### src/rtl/arf_mem_sequencer_pkg.sv
// ---------------------------------------------------------------------------
// arf_mem_sequencer_pkg
// Purpose: shared constants and types for the address-register-file memory
//          sequencer. It holds the register-file function codes, the OutD
//          source selects, the active-low register enable masks, the
//          operation codes and the sequencer state encoding.
// Ports:   none (package)
// ---------------------------------------------------------------------------
package arf_mem_sequencer_pkg;

    localparam int ADDR_W = 16;

    // OutD source selects understood by the address register file
    localparam logic [1:0] SEL_PC = 2'b01;
    localparam logic [1:0] SEL_AR = 2'b10;

    // Register file function codes
    localparam logic [2:0] FUN_DEC = 3'b000;
    localparam logic [2:0] FUN_INC = 3'b001;

    // Active-low register enables: bit0 SP, bit1 AR, bit2 PC
    localparam logic [2:0] REGSEL_NONE = 3'b111;
    localparam logic [2:0] REGSEL_PC   = 3'b011;
    localparam logic [2:0] REGSEL_AR   = 3'b101;
    localparam logic [2:0] REGSEL_SP   = 3'b110;

    typedef enum logic [1:0] {
        OP_FETCH = 2'b00,
        OP_LOAD  = 2'b01,
        OP_STORE = 2'b10,
        OP_RSVD  = 2'b11
    } seqOp_t;

    typedef enum logic [2:0] {
        ST_IDLE = 3'd0,
        ST_SEL  = 3'd1,
        ST_ADDR = 3'd2,
        ST_LO   = 3'd3,
        ST_HI   = 3'd4,
        ST_CAP  = 3'd5,
        ST_DONE = 3'd6
    } seqState_t;

    // Address of the upper byte of a word; wraps naturally at 16'hFFFF
    function automatic logic [ADDR_W-1:0] nextByteAddr(input logic [ADDR_W-1:0] addr);
        return addr + {{(ADDR_W-1){1'b0}}, 1'b1};
    endfunction

endpackage

### src/rtl/arf_mem_sequencer_if.sv
// ---------------------------------------------------------------------------
// arf_mem_sequencer_if
// Purpose: bundles every signal the sequencer exchanges with the control
//          unit, the address register file and byte-wide data memory.
// Signals:
//   start, op, dataIn          control unit request and store data
//   arfOutD                    registered OutD from the register file
//   arfOutDSel/FunSel/RegSel   commands to the register file
//   memAddr/CS/WE/WrData       byte memory command
//   memRdData                  byte read data (one cycle after address)
//   dataOut, busy, done        result word and status to the control unit
// Modports:
//   slave  - the sequencer itself
//   master - the surrounding system (control unit, register file, memory)
// ---------------------------------------------------------------------------
interface arf_mem_sequencer_if;
    import arf_mem_sequencer_pkg::*;

    logic              start;
    logic [1:0]        op;
    logic [15:0]       dataIn;
    logic [ADDR_W-1:0] arfOutD;
    logic [1:0]        arfOutDSel;
    logic [2:0]        arfFunSel;
    logic [2:0]        arfRegSel;
    logic [ADDR_W-1:0] memAddr;
    logic              memCS;
    logic              memWE;
    logic [7:0]        memWrData;
    logic [7:0]        memRdData;
    logic [15:0]       dataOut;
    logic              busy;
    logic              done;

    modport slave (
        input  start, op, dataIn, arfOutD, memRdData,
        output arfOutDSel, arfFunSel, arfRegSel,
               memAddr, memCS, memWE, memWrData,
               dataOut, busy, done
    );

    modport master (
        output start, op, dataIn, arfOutD, memRdData,
        input  arfOutDSel, arfFunSel, arfRegSel,
               memAddr, memCS, memWE, memWrData,
               dataOut, busy, done
    );

endinterface

### src/rtl/arf_mem_sequencer.sv
// ---------------------------------------------------------------------------
// arf_mem_sequencer
// Purpose: memory-side partner of the address register file. Picks PC or AR
//          as the address source, performs a 16-bit access as two
//          little-endian byte accesses to synchronous 8-bit memory, and on
//          instruction fetch tells the register file to bump PC once per byte.
//          Every operation takes a fixed six busy cycles:
//          SEL, ADDR, LO, HI, CAP, DONE.
// Ports:
//   clk  in   system clock, all state on the rising edge
//   rst  in   asynchronous active-high reset
//   bus  slave modport of arf_mem_sequencer_if (request, register file
//        commands, memory commands, result and status)
// ---------------------------------------------------------------------------
module arf_mem_sequencer
    import arf_mem_sequencer_pkg::*;
(
    input  logic               clk,
    input  logic               rst,
    arf_mem_sequencer_if.slave bus
);

    seqState_t         state_q,     state_d;
    seqOp_t            op_q,        op_d;
    logic [15:0]       dataIn_q,    dataIn_d;
    logic [ADDR_W-1:0] base_q,      base_d;
    logic [7:0]        lo_q,        lo_d;
    logic [15:0]       dataOut_q,   dataOut_d;
    logic [1:0]        outDSel_q,   outDSel_d;
    logic [2:0]        funSel_q,    funSel_d;
    logic [2:0]        regSel_q,    regSel_d;
    logic [ADDR_W-1:0] memAddr_q,   memAddr_d;
    logic              memCS_q,     memCS_d;
    logic              memWE_q,     memWE_d;
    logic [7:0]        memWrData_q, memWrData_d;

    logic isStore;
    logic isFetch;

    assign isStore = (op_q == OP_STORE);
    assign isFetch = (op_q == OP_FETCH);

    // State and all outward commands are registered so that every output has
    // a clean reset value and an abort by reset silences memory and the
    // register file in the same instant.
    always_ff @(posedge clk or posedge rst) begin
        if (rst) begin
            state_q     <= ST_IDLE;
            op_q        <= OP_FETCH;
            dataIn_q    <= '0;
            base_q      <= '0;
            lo_q        <= '0;
            dataOut_q   <= '0;
            outDSel_q   <= SEL_PC;
            funSel_q    <= FUN_DEC;
            regSel_q    <= REGSEL_NONE;
            memAddr_q   <= '0;
            memCS_q     <= 1'b0;
            memWE_q     <= 1'b0;
            memWrData_q <= '0;
        end else begin
            state_q     <= state_d;
            op_q        <= op_d;
            dataIn_q    <= dataIn_d;
            base_q      <= base_d;
            lo_q        <= lo_d;
            dataOut_q   <= dataOut_d;
            outDSel_q   <= outDSel_d;
            funSel_q    <= funSel_d;
            regSel_q    <= regSel_d;
            memAddr_q   <= memAddr_d;
            memCS_q     <= memCS_d;
            memWE_q     <= memWE_d;
            memWrData_q <= memWrData_d;
        end
    end

    // Next-state and next-command logic. Each state computes the commands
    // that must be visible during the following state, because outputs are
    // registered: ADDR sets up the LO byte access straight from ArfOutD
    // (the same value latched as the base), LO sets up the HI access, and so
    // on. Memory chip select and PC increments default to off so they are
    // only ever asserted for the LO and HI cycles.
    always_comb begin
        state_d     = state_q;
        op_d        = op_q;
        dataIn_d    = dataIn_q;
        base_d      = base_q;
        lo_d        = lo_q;
        dataOut_d   = dataOut_q;
        outDSel_d   = outDSel_q;
        funSel_d    = FUN_DEC;
        regSel_d    = REGSEL_NONE;
        memAddr_d   = memAddr_q;
        memCS_d     = 1'b0;
        memWE_d     = 1'b0;
        memWrData_d = memWrData_q;

        case (state_q)
            ST_IDLE: begin
                if (bus.start && (bus.op != OP_RSVD)) begin
                    op_d      = seqOp_t'(bus.op);
                    dataIn_d  = bus.dataIn;
                    outDSel_d = (bus.op == OP_FETCH) ? SEL_PC : SEL_AR;
                    state_d   = ST_SEL;
                end
            end
            ST_SEL: begin
                state_d = ST_ADDR;
            end
            ST_ADDR: begin
                base_d      = bus.arfOutD;
                memAddr_d   = bus.arfOutD;
                memCS_d     = 1'b1;
                memWE_d     = isStore;
                memWrData_d = dataIn_q[7:0];
                if (isFetch) begin
                    regSel_d = REGSEL_PC;
                    funSel_d = FUN_INC;
                end
                state_d = ST_LO;
            end
            ST_LO: begin
                memAddr_d   = nextByteAddr(base_q);
                memCS_d     = 1'b1;
                memWE_d     = isStore;
                memWrData_d = dataIn_q[15:8];
                if (isFetch) begin
                    regSel_d = REGSEL_PC;
                    funSel_d = FUN_INC;
                end
                state_d = ST_HI;
            end
            ST_HI: begin
                if (!isStore) begin
                    lo_d = bus.memRdData;
                end
                state_d = ST_CAP;
            end
            ST_CAP: begin
                if (!isStore) begin
                    dataOut_d = {bus.memRdData, lo_q};
                end
                state_d = ST_DONE;
            end
            ST_DONE: begin
                state_d = ST_IDLE;
            end
            default: begin
                state_d = ST_IDLE;
            end
        endcase
    end

    assign bus.arfOutDSel = outDSel_q;
    assign bus.arfFunSel  = funSel_q;
    assign bus.arfRegSel  = regSel_q;
    assign bus.memAddr    = memAddr_q;
    assign bus.memCS      = memCS_q;
    assign bus.memWE      = memWE_q;
    assign bus.memWrData  = memWrData_q;
    assign bus.dataOut    = dataOut_q;
    assign bus.busy       = (state_q != ST_IDLE);
    assign bus.done       = (state_q == ST_DONE);

endmodule
### src/flat_wrapper.sv
// flat-port wrapper written by rule: the top's interface ports become plain ports
module arf_mem_sequencer_flat import arf_mem_sequencer_pkg::*;
  (clk, rst, bus_start, bus_op, bus_dataIn, bus_arfOutD, bus_memRdData, bus_arfOutDSel, bus_arfFunSel, bus_arfRegSel, bus_memAddr, bus_memCS, bus_memWE, bus_memWrData, bus_dataOut, bus_busy, bus_done);
  arf_mem_sequencer_if bus_i ();
  input  logic clk;
  input  logic rst;
  input wire logic [$bits(bus_i.start)-1:0] bus_start;
  input wire logic [$bits(bus_i.op)-1:0] bus_op;
  input wire logic [$bits(bus_i.dataIn)-1:0] bus_dataIn;
  input wire logic [$bits(bus_i.arfOutD)-1:0] bus_arfOutD;
  input wire logic [$bits(bus_i.memRdData)-1:0] bus_memRdData;
  output wire logic [$bits(bus_i.arfOutDSel)-1:0] bus_arfOutDSel;
  output wire logic [$bits(bus_i.arfFunSel)-1:0] bus_arfFunSel;
  output wire logic [$bits(bus_i.arfRegSel)-1:0] bus_arfRegSel;
  output wire logic [$bits(bus_i.memAddr)-1:0] bus_memAddr;
  output wire logic [$bits(bus_i.memCS)-1:0] bus_memCS;
  output wire logic [$bits(bus_i.memWE)-1:0] bus_memWE;
  output wire logic [$bits(bus_i.memWrData)-1:0] bus_memWrData;
  output wire logic [$bits(bus_i.dataOut)-1:0] bus_dataOut;
  output wire logic [$bits(bus_i.busy)-1:0] bus_busy;
  output wire logic [$bits(bus_i.done)-1:0] bus_done;
  assign bus_i.start = bus_start;
  assign bus_i.op = bus_op;
  assign bus_i.dataIn = bus_dataIn;
  assign bus_i.arfOutD = bus_arfOutD;
  assign bus_i.memRdData = bus_memRdData;
  assign bus_arfOutDSel = bus_i.arfOutDSel;
  assign bus_arfFunSel = bus_i.arfFunSel;
  assign bus_arfRegSel = bus_i.arfRegSel;
  assign bus_memAddr = bus_i.memAddr;
  assign bus_memCS = bus_i.memCS;
  assign bus_memWE = bus_i.memWE;
  assign bus_memWrData = bus_i.memWrData;
  assign bus_dataOut = bus_i.dataOut;
  assign bus_busy = bus_i.busy;
  assign bus_done = bus_i.done;
  arf_mem_sequencer u_core (.clk(clk), .rst(rst), .bus(bus_i));
endmodule
### config.mk
export PLATFORM = sky130hd
export DESIGN_NAME = arf_mem_sequencer_flat
export DESIGN_NICKNAME = d
export VERILOG_FILES = /design/src/rtl/arf_mem_sequencer_pkg.sv /design/src/rtl/arf_mem_sequencer_if.sv /design/src/rtl/arf_mem_sequencer.sv /design/src/flat_wrapper.sv
export SDC_FILE = /design/constraint.sdc
export NUM_CORES = 1
export LEC_CHECK = 0
export ABC_AREA = 0
export CAP_MARGIN = 20
export CORE_ASPECT_RATIO = 0.5
export CORE_MARGIN = 1.5
export CORE_UTILIZATION = 40
export CTS_CLUSTER_SIZE = 16
export DETAILED_ROUTE_END_ITERATION = 6
export PLACE_DENSITY = 0.67
export SLEW_MARGIN = 20
export SYNTH_ARGS = -nofsm -noshare
export SYNTH_HDL_FRONTEND = slang
export SYNTH_SLANG_ARGS = --single-unit
### constraint.sdc
create_clock -name clk -period 6 [get_ports clk]
set_clock_uncertainty 0.05 [all_clocks]
set_input_delay 1.2 -clock clk [delete_from_list [all_inputs] [get_ports clk]]
set_output_delay 1.2 -clock clk [all_outputs]
set_load 0.01 [all_outputs]
==> results by group <==
Outcome
  – Status: finished clean

Logic synthesis
  – Register area share after synthesis: 0.582
  – Synth Cell Area: slightly below 4000 sq um
  – EDFF count, synth: 0
  – Netlist cell types: 45
  – Seq cells post-synth: 91
  – Fraction of registers with async set/reset: 1.00
  – Synthesized area per cell: approximately 13 sq um
  – Mapped Cells: 310
  – Top FF cell, synth: dfrtp_1
  – Synth warn: 0

Global routing
  – Pin count of the biggest net entering global routing: 92
  – Routing usage on met1: 0.209
  – Met3 Usage GRT: 0.0663
  – GRT Resource Usage Total: 0.175
  – Vias in the first global route: approximately 2700
  – Initial antenna violation count: 0
  – Global route hottest layer: met2
  – GR Util met2: 0.295
  – Global-route wire length before repair: between 10 and 15 mm
  – Grt ovf: 0

Routing
  – DRC: 0
  – Vias: about 2600
  – Number of routed nets with antenna violations: 0
  – Routed wire per std cell: roughly 16 um
  – WL final: 8.47 mm
  – Vias per inst: roughly 5
  – DRT iter0 DRCs: approximately 160
  – First drt pass iteration count: 4

Setup path
  – CP max stage cell: dfrtp_1
  – WP data required: 4750 ps
  – Crit path cell chain: buf_4 -> inv_1 -> and3_1 -> clkdlybuf4s50_1
  – Setup crit end kind: output port
  – CP Max Fanout: 20
  – Data arrival time of the worst path: between 2000 and 2500 ps
  – Delay of the slowest cell on the worst path: 550 ps
  – CP Class: reg2out
  – Startpoint Class: flop

STA
  – Period utilization: 0.566
  – Slew Viols, Final: 0
  – Slew HR: 0.467
  – Worst Tran Pin Value: around 800 ps
  – Setup TNS: 0 ps
  – RSZ-0062 raised after global routing: no
  – Final hold violation count: 0
  – Final setup viols: 0
  – Peak Freq: slightly below 0.3 GHz
  – Crit path time final: roughly 3400 ps

CTS
  – CTS root buffer: clkbuf_16
  – Clock-pin slew on the worst setup and hold paths: around 60 ps
  – Hold-fix buffers, CTS: 0
  – CTS Buffer Depth: 2
  – Clock Latency Late Sink: about 340 ps
  – Clk sink count: between 90 and 100
  – H-tree levels: 3
  – Post-CTS Setup Bufs: 0
  – CTS tree: done
  – # resized after CTS: 0
  – Total CTS buffers: 9

Pwr
  – Leakage: around 2.2 nW
  – Maximum vdd ir drop: about 210 uV
  – Cell Pwr Density: between 500 and 600 nW/um^2
  – Total power draw: roughly 2.9 mW

Floorplanning
  – Die Area: between 10000 and 15000 sq um
  – Core ar.: about 9500 sq um
  – DIE HEIGHT: about 73 um
  – Initial Utilization: 0.414
  – I/O pins: 97
  – Die Wd: between 100 and 150 um
  – FP Rows: 25

Layout
  – Most frequent cells in the layout: clkdlybuf4s50_1 (92), dfrtp_1 (89), mux2_2 (56)
  – # fillers: 809
  – Share of cells above drive strength 1: 0.213
  – NumNets Final: 444
  – Area Growth Syn to Fin: 33.5%
  – Finished Core Util: 0.552
  – Commonest non-fill, non-tap cell in the layout: clkdlybuf4s50_1
  – Multi-input gate area: 1510 sq um
  – Storage element area: between 2000 and 2500 sq um
  – N_diodes: 0

Placed design
  – Count of buffers from port buffering: approximately 90
  – GP Congestion: 0.795
  – Detail Placement HPWL: about 6.0 mm

Run
  – # Max-Cap Violations: 0

Min path
  – Worst min-delay path class: reg2reg
## where the power goes
group          switching (mW)  internal [mW]
Sequential              0.227          0.924
Combinational           0.493          0.643
Clock                   0.242          0.325
Total                   0.962           1.89
## worst max-delay path: cells and delay by family (launching register included)
family                 cells  cell delay [ps]
buffers and inverters      3             1050
flip-flops                 1              550
AND/OR/NAND/NOR            1              200
## state kept, by name (all words and copies together), names as in the netlist
register / cells
u_core.bus.memCS: 1
u_core.op_q: 2
u_core.bus.arfRegSel: 1
u_core.dataIn_q: 16
u_core.base_q: 16
u_core.bus.memAddr: 16
u_core.bus.memWrData: 8
u_core.bus.arfFunSel: 1
u_core.bus.memWE: 1
u_core.bus.dataOut: 16
u_core.lo_q: 8
u_core.state_q: 3
u_core.bus.arfOutDSel: 2
## final timing paths
check	slack, ps	startpoint	cells past startpoint	to
hold reg to reg	420	u_core.op_q[0]	1	u_core.bus.arfFunSel[0]
min in group asynchronous	1370	rst	3	u_core.op_q[1]
setup / recovery	2600	u_core.state_q[0]	4	bus_done
max in group asynchronous	4000	rst	3	u_core.state_q[2]
setup reg to reg	3820	u_core.state_q[1]	3	u_core.base_q[5]
hold / removal	420	u_core.op_q[0]	1	u_core.bus.arfFunSel[0]
## layout make-up
class                      count  share of cell area
sequential                    91               0.436
multi-input combinational    194               0.288
timing repair buffer          95               0.181
clock buffer                   9              0.0430
tap                          135              0.0323
clock inverter                 7              0.0148
inverter                       7             0.00526
## synthesized netlist by cell type (3+ instances only)
master | instances | area [sq um]
dfrtp_1 | 89 | 2230
mux2_2 | 56 | 631
o21ai_0 | 22 | 110
nand2_1 | 18 | 67.6
buf_2 | 10 | 50.1
mux2i_1 | 10 | 100
nor3_1 | 10 | 50.1
a22oi_1 | 8 | 60.1
nand3_1 | 8 | 40.0
a21oi_1 | 7 | 35.0
nor2_1 | 7 | 26.3
inv_1 | 6 | 22.5
xnor2_1 | 6 | 52.6
buf_4 | 5 | 37.5
a21o_1 | 4 | 30.0
and3_1 | 4 | 25.0
nor4_1 | 3 | 18.8
xor2_1 | 3 | 26.3
## cells by family (layout without fill, tap and decap cells)
group	after synthesis	count (layout)	share of synthesized area
compound gates	50	50	0.0769
xor+xnor	9	9	0.0201
fa+ha+maj	1	1	0.00319
buf+inv	27	118	0.0357
flops	91	91	0.582
mux	67	67	0.189
other cells	2	4	0.00192
simple gates	63	63	0.0913
## through the flow
step	setup WS (ps)	cells	instance area, sq um	hold slack (ps)
6_report	2600	538	5230	423
4_1_cts	2580	538	5230	422
5_1_grt	2470	538	5230	446
3_5_place_dp	2770	522	4930	408
2_1_floorplan	2390	312	3930	382
3_3_place_gp	2890	522	4930	407
## per-layer routing
metal	wire length, um	up-vias
li1	-	1266
met1	3620	1287
met2	4260	57
met3	456	12
met4	138	0
met5	0	-
Power figures use the tool's default switching activity.
